<file path="config.mk">
export PLATFORM = sky130hd
export DESIGN_NAME = mux4_sel_sequencer
export DESIGN_NICKNAME = d
export VERILOG_FILES = /design/src/rtl/mux4_pkg.sv /design/src/rtl/mux4_next_ch.sv /design/src/rtl/mux4_sel_sequencer.sv
export SDC_FILE = /design/constraint.sdc
export NUM_CORES = 1
export LEC_CHECK = 0
export ABC_AREA = 0
export BUFFER_PORTS_ARGS = -buffer_cell sky130_fd_sc_hd__buf_2
export CAP_MARGIN = 20
export CELL_PAD_IN_SITES_DETAIL_PLACEMENT = 1
export CELL_PAD_IN_SITES_GLOBAL_PLACEMENT = 2
export CORE_MARGIN = 5
export CORE_UTILIZATION = 28
export CTS_BUF_LIST = sky130_fd_sc_hd__clkbuf_8
export CTS_CLUSTER_SIZE = 25
export DETAILED_ROUTE_END_ITERATION = 8
export PLACE_DENSITY_LB_ADDON = 0.08
export SLEW_MARGIN = 20
export SYNTH_ARGS = -nofsm -noshare
export SYNTH_HDL_FRONTEND = slang
export SYNTH_SLANG_ARGS = --single-unit
export TNS_END_PERCENT = 1
</file>
<file path="constraint.sdc">
create_clock -name clk -period 1.83 [get_ports clk]
set_input_delay 0.183 -clock clk [delete_from_list [all_inputs] [get_ports clk]]
set_output_delay 0.183 -clock clk [all_outputs]
set_load 0.01 [all_outputs]
</file>
<file path="src/rtl/mux4_pkg.sv">
// Shared types for the 4:1 mux select sequencer: channel index and FSM states.
package mux4_pkg;
  localparam int NUM_CH = 4;

  typedef logic [1:0] ch_idx_t;

  typedef enum logic {
    IDLE = 1'b0,
    RUN  = 1'b1
  } seq_state_e;
endpackage

</file>
<file path="src/rtl/mux4_next_ch.sv">
// Rotate-priority picker: first enabled channel searching upward from base+1,
// wrapping mod 4, with base itself checked last.
module mux4_next_ch
  import mux4_pkg::*;
(
  input  logic [NUM_CH-1:0] en_mask,
  input  ch_idx_t           base,
  output ch_idx_t           next,
  output logic              none
);

  ch_idx_t cand;

  always_comb begin
    next = base;
    cand = base;
    none = (en_mask == '0);
    // Walk from the farthest offset to the nearest so the nearest hit wins;
    // offset 4 wraps to base itself and therefore has the lowest priority.
    for (int k = NUM_CH; k >= 1; k--) begin
      cand = base + 2'(k);
      if (en_mask[cand]) next = cand;
    end
  end

endmodule

</file>
<file path="src/rtl/mux4_sel_sequencer.sv">
// Steps the s1/s0 select of a downstream 4:1 mux through the enabled channels,
// holding each for max(dwell,1) cycles in round-robin order.
module mux4_sel_sequencer
  import mux4_pkg::*;
#(
  parameter int DWELL_W = 8
) (
  input  logic               clk,
  input  logic               rst_n,
  input  logic               start,
  input  logic               stop,
  input  logic [NUM_CH-1:0]  en_mask,
  input  logic [DWELL_W-1:0] dwell,
  output logic               s1,
  output logic               s0,
  output logic               sel_valid,
  output logic               busy,
  output logic               ch_done
);

  // Control: start and stop are single-cycle level pulses sampled on the
  // rising edge; there is no ready/ack. stop wins over start, start is only
  // honoured in IDLE with a non-empty mask, and every output is decoded from
  // registers so nothing combinational reaches the pins from an input.

  localparam logic [DWELL_W-1:0] CNT_ONE = {{(DWELL_W-1){1'b0}}, 1'b1};

  seq_state_e         state, state_nxt;
  ch_idx_t            cur_ch, ch_nxt;
  logic [DWELL_W-1:0] cnt, cnt_nxt;
  logic [DWELL_W-1:0] dwell_ld;
  ch_idx_t            start_ch, adv_ch;
  logic               start_none, adv_none;
  logic               last_cycle;

  assign dwell_ld   = (dwell == '0) ? CNT_ONE : dwell;
  assign last_cycle = (cnt == CNT_ONE);

  // Base 3 makes the upward search begin at channel 0, i.e. lowest index first.
  mux4_next_ch u_start_pick (
    .en_mask (en_mask),
    .base    (2'd3),
    .next    (start_ch),
    .none    (start_none)
  );

  mux4_next_ch u_adv_pick (
    .en_mask (en_mask),
    .base    (cur_ch),
    .next    (adv_ch),
    .none    (adv_none)
  );

  always_ff @(posedge clk or negedge rst_n) begin
    if (!rst_n) begin
      state  <= IDLE;
      cur_ch <= '0;
      cnt    <= '0;
    end else begin
      state  <= state_nxt;
      cur_ch <= ch_nxt;
      cnt    <= cnt_nxt;
    end
  end

  always_comb begin
    state_nxt = state;
    ch_nxt    = cur_ch;
    cnt_nxt   = cnt;
    case (state)
      IDLE: begin
        if (start && !stop && !start_none) begin
          state_nxt = RUN;
          ch_nxt    = start_ch;
          cnt_nxt   = dwell_ld;
        end
      end
      RUN: begin
        if (stop) begin
          state_nxt = IDLE;
        end else if (last_cycle) begin
          if (adv_none) begin
            state_nxt = IDLE;
          end else begin
            ch_nxt  = adv_ch;
            cnt_nxt = dwell_ld;
          end
        end else begin
          cnt_nxt = cnt - CNT_ONE;
        end
      end
      default: state_nxt = IDLE;
    endcase
  end

  assign s1        = cur_ch[1];
  assign s0        = cur_ch[0];
  assign sel_valid = (state == RUN);
  assign busy      = (state == RUN);
  assign ch_done   = (state == RUN) && last_cycle;

endmodule

</file>
==> flow_metrics.tcl <==
set metrics [dict create \
    max-vdd-ir-drop_mv 0.238 \
    gr-usage-met3_pct 4.10 \
    ios 21 \
    postLayoutCellArea_um2 1190 \
    gr-usage-met2_pct 24.7 \
    relSlewSlack_pct 67.4 \
    grt_overflow 0 \
    dp_slack_ns -0.0684 \
    cap_violations 0 \
    ant_nets 0 \
    violations "negative setup slack" \
    antenna_found_initial 0 \
    hold_start "stop" \
    crit_start "cnt[1]$_DFFE_PN0P_" \
    num_vias 950 \
    layout_setup_ws_ns -0.102 \
    async_flop_share_pct 100 \
    post-route-min-period_ns 1.93 \
    crit_fanout 4 \
    crit_path_start_kind "flop" \
    dpl.cell_count 164 \
    clock_latency_ns 0.24 \
    grt_max_degree 14 \
    critPathKind "flop to flop" \
    cts_tree "built" \
    track_usage_pct 15.3 \
    reg2reg_from "cnt[1]$_DFFE_PN0P_" \
    placeableCoreArea_um2 2980 \
    synth.avg_cell_area_um2 8.20 \
    finalCritPeriodShare_pct 106 \
    drt-wirelength-per-cell_um 18.0 \
    initial_core_util_pct 28.7 \
    setup_viol 9 \
    ys_types 39 \
    min_path_type "input pin to flop" \
    syn_inst 104 \
    status "finished with violations" \
    grt.busiest_layer "met2" \
    hold_viol_final 0 \
    leakage_uw 0.000504 \
    required_ns 1.95 \
    yosys-top-cells-area "dfrtp_1 32%, a21oi_1 5.3%, nand2_1 4.0%" \
    die_y_um 65.2 \
    first_pass_iters 4 \
    wirelength_um 3080 \
    die_w_um 65.2 \
    rsz0062_at_grt "true" \
    cts.sinks 11 \
    grt_util_met1_pct 19.8 \
    route.detailed.drc 0 \
    yosys_warnings 0 \
    cts_htree_levels 1 \
    drive_gt1_share_pct 37.7 \
    final_nets 157 \
    power_density_nw_per_um2 966 \
    tightest_slew_ns 0.483 \
    synth_edf_count 0 \
    syn-num-nets 122 \
    skew_ns 0.000970 \
    endpoint_kind "flop" \
    arrival_ns 2.05 \
    viasPerCell 5.56 \
    clockBufferDepth 2 \
    seq_area_frac_synth_pct 32.3 \
    synthTopCellsByCount "11 x dfrtp_1, 9 x a21oi_1, 9 x nand2_1, 7 x inv_1, 6 x o21ai_0" \
    hpwlAfterDp_um 2290 \
    port_buffers 20 \
    cts_buffers 3 \
    yosysTopAreaCell "dfrtp_1" \
    syn_to_final_growth_pct 39.6 \
    synth_flop_cell "dfrtp_1" \
    yosys_register_bits 11 \
    gp_congestion 0.788 \
    rows 20 \
    place_area_um2 1080 \
    slew_violations 0 \
    instances_no_fill 171 \
    yosysMostFrequentCell "dfrtp_1" \
    synth.cell_area_um2 853 \
    fmax_mhz 517 \
    dieArea_um2 4250 \
    cts_root_buffer "clkbuf_8" \
    synth.top_cell.area_share_pct 32.3 \
    diodes 0 \
    clk_pin_slew_worst_paths_ns 0.05 \
    detail_route.iter0.violations 103 \
    grt_pass1_wl_um 4970 \
    grt_pass1_vias 1011 \
]
==> repair_timing <==
action / CTS / global route
hold buffers: 1 / 0
pin swaps: 0 / 3
hold endpoints to repair: 11 / 0
buffers inserted: 0 / 2
gates resized for setup: 1 / 10
setup endpoints to repair: 3 / 10
==> power by group <==
group	total (uW)	internal, uW	switching [uW]
Clock	241	148	93.1
Combinational	506	234	272
Sequential	404	306	98.1
==> flip-flops by register name, indices dropped and copies added (netlist names) <==
register and flops:
cnt 8, cur_ch 2, busy 1
==> cell families after synthesis <==
logic type,Yosys count,synth area share [%]
AND/OR/NAND/NOR,37,23.2
multiplexers,2,2.49
flip-flops,11,32.3
AO/OA/AOI/OAI,39,32.7
buffers and inverters,13,6.45
adder cells (fa/ha/maj),2,2.93
==> placed cells by master, fill, tap and decap left out, types with 4 or more instances in the layout <==
cell type,count
a21oi_1,6
buf_2,20
buf_4,13
dfrtp_1,10
inv_1,7
nand2_1,9
nand3_1,5
nor2_1,4
nor3_1,5
nor4_1,4
o21ai_0,5
o21ai_1,6
==> final timing paths <==
kind | endpoint | slack (ns) | cells after the start
worst max-delay path | cur_ch[1]$_DFFE_PN0P_ | -0.10 | 7
worst min-delay path | busy$_DFF_PN0_ | 0.17 | 2
worst max register to register | cur_ch[1]$_DFFE_PN0P_ | -0.10 | 7
worst min register to register | cnt[7]$_DFFE_PN0P_ | 0.56 | 2
max in group asynchronous | busy$_DFF_PN0_ | 1.26 | 2
min in group asynchronous | cnt[0]$_DFFE_PN0P_ | 0.34 | 2
==> layout make-up <==
| class | count | area, um2 |
|---|---|---|
| Multi-Input combinational cell | 80 | 563 |
| Sequential cell | 11 | 277 |
| Inverter | 7 | 26.3 |
| Clock buffer | 3 | 41.3 |
| Fill cell | 366 | 1790 |
| Tap cell | 33 | 41.3 |
| Clock inverter | 1 | 3.75 |
| Timing Repair Buffer | 36 | 239 |
==> stage by stage <==
step | utilization, % | power [uW] | hold slack, ns | TNS (ns)
after CTS | 38.1 | 1130 | 0.157 | -0.124
after global placement | 36.2 | 862 | 0.0743 | -0.00750
after floorplan | - | 655 | -0.113 | -0.0337
after detailed placement | 36.2 | 876 | 0.0742 | -0.103
final | 40.0 | 1150 | 0.172 | -0.529
after global routing | 40.0 | 1240 | 0.187 | -1.17
==> worst max-delay path: stages (launching register included) <==
cell	delay, ns
dfrtp_1	0.38
inv_2	0.08
ha_4	0.12
or3b_4	0.41
o21ai_4	0.20
o2111ai_2	0.15
nor2_1	0.14
mux2_1	0.32
==> layer usage <==
| metal | wire, um | up-vias |
|---|---|---|
| li1 | - | 467 |
| met1 | 1340 | 462 |
| met2 | 1600 | 19 |
| met3 | 122 | 2 |
| met4 | 19 | 0 |
| met5 | 0 | - |
Power figures use the tool's default switching activity.
